===== src/rtl/game_pkg.sv =====
// Shared definitions for the memory-sequence game controller: state codes,
// datapath command-strobe positions and the strobe decode.
package game_pkg;

  localparam int unsigned TICK_HZ = 1;
  localparam int unsigned STATE_W = 3;

  localparam logic [STATE_W-1:0] ST_INIT       = 3'd0;
  localparam logic [STATE_W-1:0] ST_SETUP      = 3'd1;
  localparam logic [STATE_W-1:0] ST_PLAY_FPGA  = 3'd2;
  localparam logic [STATE_W-1:0] ST_PLAY_USER  = 3'd3;
  localparam logic [STATE_W-1:0] ST_CHECK      = 3'd4;
  localparam logic [STATE_W-1:0] ST_NEXT_ROUND = 3'd5;
  localparam logic [STATE_W-1:0] ST_RESULT     = 3'd6;
  localparam logic [STATE_W-1:0] ST_RETRY      = 3'd7;

  typedef enum logic [STATE_W-1:0] {
    S_INIT       = ST_INIT,
    S_SETUP      = ST_SETUP,
    S_PLAY_FPGA  = ST_PLAY_FPGA,
    S_PLAY_USER  = ST_PLAY_USER,
    S_CHECK      = ST_CHECK,
    S_NEXT_ROUND = ST_NEXT_ROUND,
    S_RESULT     = ST_RESULT,
    S_RETRY      = ST_RETRY
  } state_t;

  localparam int unsigned CMD_R1  = 0;
  localparam int unsigned CMD_R2  = 1;
  localparam int unsigned CMD_E1  = 2;
  localparam int unsigned CMD_E2  = 3;
  localparam int unsigned CMD_E3  = 4;
  localparam int unsigned CMD_E4  = 5;
  localparam int unsigned CMD_SEL = 6;
  localparam int unsigned CMD_W   = 7;

  // Moore strobe decode: exactly the commands each phase issues to the datapath.
  function automatic logic [CMD_W-1:0] cmd_decode(input state_t s);
    logic [CMD_W-1:0] c;
    c = '0;
    case (s)
      S_INIT:       begin c[CMD_R1] = 1'b1; c[CMD_R2] = 1'b1; end
      S_SETUP:      c[CMD_E1]  = 1'b1;
      S_PLAY_FPGA:  c[CMD_E3]  = 1'b1;
      S_PLAY_USER:  c[CMD_E2]  = 1'b1;
      S_CHECK:      c[CMD_E4]  = 1'b1;
      S_NEXT_ROUND: c[CMD_R2]  = 1'b1;
      S_RETRY:      c[CMD_R2]  = 1'b1;
      S_RESULT:     c[CMD_SEL] = 1'b1;
      default:      c = '0;
    endcase
    return c;
  endfunction

endpackage


===== src/rtl/game_turn_timer.sv =====
// Per-turn seconds counter: counts tick pulses while enabled, saturates at
// LIMIT and flags expiry.
module game_turn_timer #(
  parameter int unsigned LIMIT = 9,
  parameter int unsigned W     = $clog2(LIMIT + 1)
) (
  input  logic         clock,
  input  logic         reset,
  input  logic         clear,
  input  logic         enable,
  input  logic         tick,
  output logic [W-1:0] count,
  output logic         expired_c
);

  always_ff @(posedge clock or posedge reset) begin
    if (reset)
      count <= '0;
    else if (clear)
      count <= '0;
    else if (enable && tick && (count < W'(LIMIT)))
      count <= count + W'(1);
  end

  assign expired_c = (count == W'(LIMIT));

endmodule


===== src/rtl/game_control_multi.sv =====
// Game controller FSM for the memory-sequence game with round counting,
// win detection, per-turn timeout and a retry budget.
module game_control_multi
  import game_pkg::*;
#(
  parameter int unsigned N_ROUNDS    = 16,
  parameter int unsigned TIME_LIMIT  = 9 * TICK_HZ,
  parameter int unsigned MAX_RETRIES = 0,
  parameter int unsigned ROUND_W     = $clog2(N_ROUNDS + 1),
  parameter int unsigned TIME_W      = $clog2(TIME_LIMIT + 1),
  parameter int unsigned RETRY_W     = (MAX_RETRIES == 0) ? 1 : $clog2(MAX_RETRIES + 1)
) (
  input  logic               clock,
  input  logic               reset,
  input  logic               enter,
  input  logic               end_fpga,
  input  logic               end_user,
  input  logic               match,
  input  logic               tick_1hz,
  output logic               r1,
  output logic               r2,
  output logic               e1,
  output logic               e2,
  output logic               e3,
  output logic               e4,
  output logic               sel,
  output logic [ROUND_W-1:0] round,
  output logic [TIME_W-1:0]  time_cnt,
  output logic [RETRY_W-1:0] retries_left,
  output logic               user_won,
  output logic [2:0]         state_o
);

  state_t             state_q, state_d;
  logic [ROUND_W-1:0] round_q, round_d;
  logic [RETRY_W-1:0] retries_q, retries_d;
  logic               won_q, won_d;
  logic               enter_q;
  logic               enter_rise_c;
  logic               timer_clear_c;
  logic               timer_en_c;
  logic               timeout_c;
  logic [CMD_W-1:0]   cmd_c;

  assign enter_rise_c  = enter & ~enter_q;
  assign timer_clear_c = (state_q == S_INIT) || ((state_q == S_PLAY_FPGA) && end_fpga);
  assign timer_en_c    = (state_q == S_PLAY_USER);

  game_turn_timer #(
    .LIMIT (TIME_LIMIT),
    .W     (TIME_W)
  ) u_timer (
    .clock     (clock),
    .reset     (reset),
    .clear     (timer_clear_c),
    .enable    (timer_en_c),
    .tick      (tick_1hz),
    .count     (time_cnt),
    .expired_c (timeout_c)
  );

  always_ff @(posedge clock or posedge reset) begin
    if (reset) begin
      state_q   <= S_INIT;
      round_q   <= '0;
      retries_q <= RETRY_W'(MAX_RETRIES);
      won_q     <= 1'b0;
      enter_q   <= 1'b0;
    end else begin
      state_q   <= state_d;
      round_q   <= round_d;
      retries_q <= retries_d;
      won_q     <= won_d;
      enter_q   <= enter;
    end
  end

  // Next-state and game-bookkeeping updates.
  always_comb begin
    state_d   = state_q;
    round_d   = round_q;
    retries_d = retries_q;
    won_d     = won_q;
    case (state_q)
      S_INIT: begin
        round_d   = '0;
        retries_d = RETRY_W'(MAX_RETRIES);
        won_d     = 1'b0;
        state_d   = S_SETUP;
      end
      S_SETUP:
        if (enter_rise_c) state_d = S_PLAY_FPGA;
      S_PLAY_FPGA:
        if (end_fpga) state_d = S_PLAY_USER;
      S_PLAY_USER: begin
        // Timeout takes priority over a simultaneous end_user.
        if (timeout_c) begin
          won_d   = 1'b0;
          state_d = S_RESULT;
        end else if (end_user) begin
          state_d = S_CHECK;
        end
      end
      S_CHECK: begin
        if (match) begin
          if (round_q < ROUND_W'(N_ROUNDS)) round_d = round_q + ROUND_W'(1);
          state_d = S_NEXT_ROUND;
        end else if (retries_q != '0) begin
          retries_d = retries_q - RETRY_W'(1);
          state_d   = S_RETRY;
        end else begin
          won_d   = 1'b0;
          state_d = S_RESULT;
        end
      end
      S_NEXT_ROUND: begin
        if (round_q == ROUND_W'(N_ROUNDS)) begin
          won_d   = 1'b1;
          state_d = S_RESULT;
        end else begin
          state_d = S_PLAY_FPGA;
        end
      end
      S_RETRY:
        state_d = S_PLAY_FPGA;
      S_RESULT:
        if (enter_rise_c) state_d = S_INIT;
      default:
        state_d = S_INIT;
    endcase
  end

  assign cmd_c = cmd_decode(state_q);
  assign r1    = cmd_c[CMD_R1];
  assign r2    = cmd_c[CMD_R2];
  assign e1    = cmd_c[CMD_E1];
  assign e2    = cmd_c[CMD_E2];
  assign e3    = cmd_c[CMD_E3];
  assign e4    = cmd_c[CMD_E4];
  assign sel   = cmd_c[CMD_SEL];

  assign round        = round_q;
  assign retries_left = retries_q;
  assign user_won     = won_q;
  assign state_o      = state_q;

endmodule


===== config.mk =====
export PLATFORM = sky130hd
export DESIGN_NAME = game_control_multi
export DESIGN_NICKNAME = d
export VERILOG_FILES = /design/src/rtl/game_pkg.sv /design/src/rtl/game_turn_timer.sv /design/src/rtl/game_control_multi.sv
export SDC_FILE = /design/constraint.sdc
export NUM_CORES = 1
export LEC_CHECK = 0
export ABC_AREA = 1
export CAP_MARGIN = 40
export CORE_MARGIN = 2
export CORE_UTILIZATION = 25
export DETAILED_ROUTE_END_ITERATION = 8
export PLACE_DENSITY = 0.48
export SLEW_MARGIN = 20
export SYNTH_ARGS = -nofsm -noshare
export SYNTH_HDL_FRONTEND = slang
export SYNTH_SLANG_ARGS = --single-unit

===== constraint.sdc =====
create_clock -name clock -period 1.6 [get_ports clock]
set_clock_uncertainty 0.15 [all_clocks]
set_input_delay 0.24 -clock clock [delete_from_list [all_inputs] [get_ports clock]]
set_output_delay 0.24 -clock clock [all_outputs]
set_load 0.1 [all_outputs]

# Yosys cells after proc, flatten, opt, wreduce, memory -nomap -nowiden
# Index checks and enable logic that the tools add are counted.
[classes] n_addsub=3 n_lt_le_gt_ge=2 eq_ne=19 muxes=29 bitwise=2 reduce_logical=13
[ops] operator="$pmux 3 s8" n=1
[ops] operator="$mux 3" n=6
[ops] operator="$ne 2x2->1 const B" n=9
[ops] operator="$mux 1" n=14
[ops] operator="$eq 3x3->1 const B" n=4
[ops] operator="$mux 5" n=2
[ops] operator="$pmux 5 s2" n=1
[ops] operator="$mux 4" n=2
[ops] operator="$eq 3x2->1 const B" n=2
[ops] operator="$add 5x1->5 const B" n=1
[ops] operator="$eq 5x5->1 const B" n=1
[ops] operator="$lt 5x5->1 const B" n=1
[ops] operator="$reduce_and 5->1" n=1
[ops] operator="$add 4x1->4 const B" n=1
[ops] operator="$eq 4x4->1 const B" n=1
[ops] operator="$lt 4x4->1 const B" n=1
[ops] operator="$pmux 1 s4" n=1
[ops] operator="$reduce_and 4->1" n=1
[ops] operator="$reduce_bool 2->1" n=2
[ops] operator="$reduce_bool 4->1" n=1
[ops] operator="$eq 3x1->1 const B" n=1
[ops] operator="$logic_and 1x1->1" n=3
[ops] operator="$logic_not 3->1" n=1
[ops] operator="$ne 3x3->1 const B" n=1
[ops] operator="9 further kinds" n=9
[word_totals] register_bits=15 input_bits=7 out_inout_bits=21 elab_cells=74

# Logic depth before layout (Yosys ltp)
# Gate-level depths: netlist of run 1.
[logic_depth] ltp_word=5 depth_mapped=8 mapped_depth_nobuf=8

# Hierarchy
# From an unflattened synthesis of run 1, not the netlist that was laid out.
[unflattened] hier_cells=143 area_unflattened_um2=1046.0
[modules_own_cells] module="game_control_multi" n_inst=1 cells_each=108 area_per_inst_um2=775.7 seq_area_each_um2=250.2
[modules_own_cells] module="game_turn_timer" n_inst=1 cells_each=35 area_per_inst_um2=270.3 seq_area_each_um2=100.1

# Least setup slack after synthesis of run 1
# No wires, ideal clock.
[synth_path] path_kind="reg2out" start="reg state_q[0], in the netlist state_o[0]" end="out r2" t_arrival_ns=3.419 required_time_ns=1.210 slack_ns=-2.209 stages_incl_launch_ff=7 path_buffers=1 cell_sequence="dfrtp_1 > buf_6 > nor2_4 > inv_1 > nor2_1 > inv_1 > o221ai_1"
[synth_via] elab_chain_len=3 elab_cells_between_ends=5 cone_classes="eq/ne (2); mux (1); reduce/logical (2)"
[synth_rtl] item="start: declaration" line_no="game_control_multi.sv:34" text="state_t state_q, state_d;"
[synth_rtl] item="start signal: assignment" line_no="game_control_multi.sv:70" text="state_q <= state_d;"
[synth_rtl] item="$eq 3x3->1 or $logic_not 3->1 (tied branches)" line_no="game_pkg.sv:41" text="case (s)"
[synth_rtl] item="$reduce_or 3->1 (no source line) (*)"
[synth_rtl] item="$mux 1 (*)" line_no="game_pkg.sv:41"
[synth_rtl] item="end: declaration" line_no="game_control_multi.sv:21" text="output logic r2,"
# Every way passes the cells marked *; elsewhere a longest branch is shown, timed or not.

# Final worst setup path of run 1
[layout_path] start="reg state_q[1], in the netlist state_o[1]" end="out r2"
# Same word-level chain as after synthesis.

==> results.sh, run 1 <==
export IMPL_status="complete, but fails checks"
export IMPL_violations="setup timing"
export IMPL_drv_cap=0
export IMPL_cp_arrival_ns=1.42
export IMPL_cts_sinks=14
export IMPL_cp_required_ns=1.21
export IMPL_pwr_share_comb_pct=76.5
export IMPL_synth_seq_cells=14
export IMPL_path_max_fanout=5
export IMPL_via_per_inst=4.476
export IMPL_dpl_cell_count=218
export IMPL_start_util_pct=25.67
export IMPL_track_usage_pct=13.74
export IMPL_ys_flop_type="dfrtp_1"
export IMPL_min_period_ns=1.809
export IMPL_area_delta_synth_final_pct=81.71
export IMPL_vias=1034
export IMPL_die_area_sq_um=4574
export IMPL_io_pins=28
export IMPL_drc=0
export IMPL_drive_above_1_share_pct=46.41
export IMPL_core_sq_um=3943
export IMPL_grt_max_degree=15
export IMPL_final_hold_violation_count=0
export IMPL_synth_distinct_cells=29
export IMPL_async_flop_share_pct=100.0
export IMPL_wire_per_inst_um=11.81
export IMPL_endpoint_kind="primary output"
export IMPL_io_buffers=26
export IMPL_ys_seq_area_share_pct=34.61
export IMPL_grt_pass1_wl_mm=4.588
export IMPL_p_switching_uw=2165
export IMPL_die_h_um=67.63
export IMPL_timing_fmax_ghz=0.5527
export IMPL_fin_tns_setup_ns=-1.159
export IMPL_yosysMostFrequentCell="nand2_1"
export IMPL_synth_area_leaders="dfrtp_1 35%, nand2_1 12%, inv_1 8.5%"
export IMPL_post_dp_cell_area_sq_um=1657
export IMPL_cts_buffers=3
export IMPL_synth_warning_count=0
export IMPL_overflow=0
export IMPL_p_clk_share_pct=9.1
export IMPL_synth_top_area_cell="dfrtp_1"
export IMPL_initialDrtViolationCount=44
export IMPL_wirelength_mm=2.729
export IMPL_drtPass1Iterations=5
export IMPL_rows=23
export IMPL_cts_tree="done"
export IMPL_syn_nets=147
export IMPL_seq_power_share_pct=14.4
export IMPL_min_path_type="input pin to async pin"
export IMPL_multiInputGateArea_sq_um=606.8
export IMPL_root_buffer="clkbuf_8"
export IMPL_synthCells=135
export IMPL_clock_latency_ns=0.26
export IMPL_synth_area_per_cell_sq_um=7.498
export IMPL_p_sw_share_pct=54.64
export IMPL_grtUsageMet3_pct=2.667
export IMPL_cts_hold_buf=0
export IMPL_maxSlewViolCount=0
export IMPL_busiest_layer="met2"
export IMPL_setup_slack_ns=-0.2093
export IMPL_p_per_area_nw_per_um2=2155
export IMPL_synthTopCellsByCount="32 x nand2_1, 23 x inv_1, 14 x dfrtp_1, 13 x nand3_1, 12 x nor2_1"
export IMPL_rsz0062_at_grt="true"
export IMPL_htree_levels=1
export IMPL_diodes=0
export IMPL_critPathKind="register to primary output"
export IMPL_n_fill_cell=343
export IMPL_start_kind="register"
export IMPL_grt_antenna_before_repair=0
export IMPL_peakVddDrop_mv=1.181
export IMPL_ant_nets=0
export IMPL_synth_edf_count=0
export IMPL_synth_top_area_share_pct=34.61
export IMPL_setup_viol=11
export IMPL_finalCritPeriodShare_pct=113.1
export IMPL_max_clock_path_buffers=2
export IMPL_fin_cells=231
export IMPL_dp_hpwl_mm=2.003
export IMPL_seqCellArea_sq_um=369.1
export IMPL_whs_ns=0.1293
export IMPL_fin_util_pct=46.65
export IMPL_die_w_um=67.63
export IMPL_path_clk_slew_ns=0.07
export IMPL_grt_pass1_vias=1014
export IMPL_reg2reg_slack_ns=-0.04
export IMPL_fin_nets=194
export IMPL_place_congestion=0.8431
export IMPL_fin_area_sq_um=1839
export IMPL_grtUsageMet1_pct=17.14
export IMPL_grtUsageMet2_pct=21.45
export IMPL_p_int_uw=1798
export IMPL_synthesis_area_sq_um=1012
export IMPL_power_leakage_uw=0.0008156
worst max-delay path: stages, from the launching register on:
cell and delay [ns]:
dfrtp_4 0.51, nor2_4 0.18, inv_2 0.06, nor2_4 0.09, inv_2 0.05, o221ai_4 0.06
buf_12 0.20
per-stage QoR:
stage	setup slack [ns]	total power, uW
after CTS	-0.2107	3901
after floorplan	-0.6870	2426
final	-0.2093	3963
after global placement	0.03041	3321
after global routing	-0.2675	4158
after detailed placement	-0.004611	3315
path summary, 6_finish.rpt:
check,start,end,cells past startpoint
worst max-delay path,state_o[1],r2,6
worst min-delay path,reset,state_o[1],3
worst max register to register,state_o[1],state_o[1],9
worst min register to register,user_won,user_won,2
max in group asynchronous,reset,round[0],3
min in group clock,enter,enter_q,1
flip-flops by register name (all words and copies together) (netlist names):
register / flops
user_won: 1
round: 5
u_timer.count: 4
enter_q: 1
state_o: 3
cell usage in the layout, fill, tap and decap left out, types with 2 or more instances in the layout:
master,count
inv_2,5
nand3_2,4
buf_6,2
o21ai_1,5
o21ai_2,2
dfrtp_4,3
nor2_2,2
clkbuf_8,4
nor2_4,4
nand3_1,9
inv_1,14
dfrtp_2,6
buf_12,22
nand4_1,2
nor2_1,10
dfrtp_1,5
nand3_4,3
o21ai_0,3
nand2_2,3
clkdlybuf4s50_1,6
nand2_1,30
clkinvlp_4,3
ha_1,5
buf_4,16
routing by layer:
metal  up-vias  routed length [um]
met4         0                  69
li1        512                   -
met5         -                   0
met2        31                1347
met1       486                1147
met3         5                 165
area by class of cell:
cell class	instances	area share [%]
sequential	14	20.07
tap	50	3.401
inverter	23	5.578
timing repair buffer	46	34.97
clock buffer	4	2.993
multi-input combinational	94	32.99
what timing repair did:
item,4_1_cts,5_1_grt
gates resized for setup,8,2
setup buffers,5,4
setup endpoints to repair,8,16
pin swaps,4,2
power groups by stage:
| stage | sequential, uW | combinational (uW) | clock (uW) |
|---|---|---|---|
| 2_1_floorplan | 964 | 1460 | 0 |
| 3_3_place_gp | 571 | 2750 | 0 |
| 3_5_place_dp | 575 | 2740 | 0 |
| 4_1_cts | 564 | 2970 | 365 |
| 5_1_grt | 577 | 3200 | 381 |
| 6_report | 569 | 3030 | 362 |
cell families after synthesis:
group                    Yosys count  share of synthesized area [%]
XOR/XNOR                           2                          1.731
AO/OA/AOI/OAI                     16                          10.51
buffers and inverters             27                          12.61
AND/OR/NAND/NOR                   70                          33.99
other                              1                         0.3705
adder cells (fa/ha/maj)            5                          6.180
flip-flops                        14                          34.61
(Power assumes the default switching activity.)
==> run 2, diff against run 1 <==
--- a/config.mk
+++ b/config.mk
@@ -6,7 +6,7 @@
 export NUM_CORES = 1
 export LEC_CHECK = 0
 export ABC_AREA = 1
-export CAP_MARGIN = 40
+export CAP_MARGIN = 15
 export CORE_MARGIN = 2
 export CORE_UTILIZATION = 25
 export DETAILED_ROUTE_END_ITERATION = 8
==> results of run 2 <==
The final DEF is identical to that of run 1; final timing and power are the same.
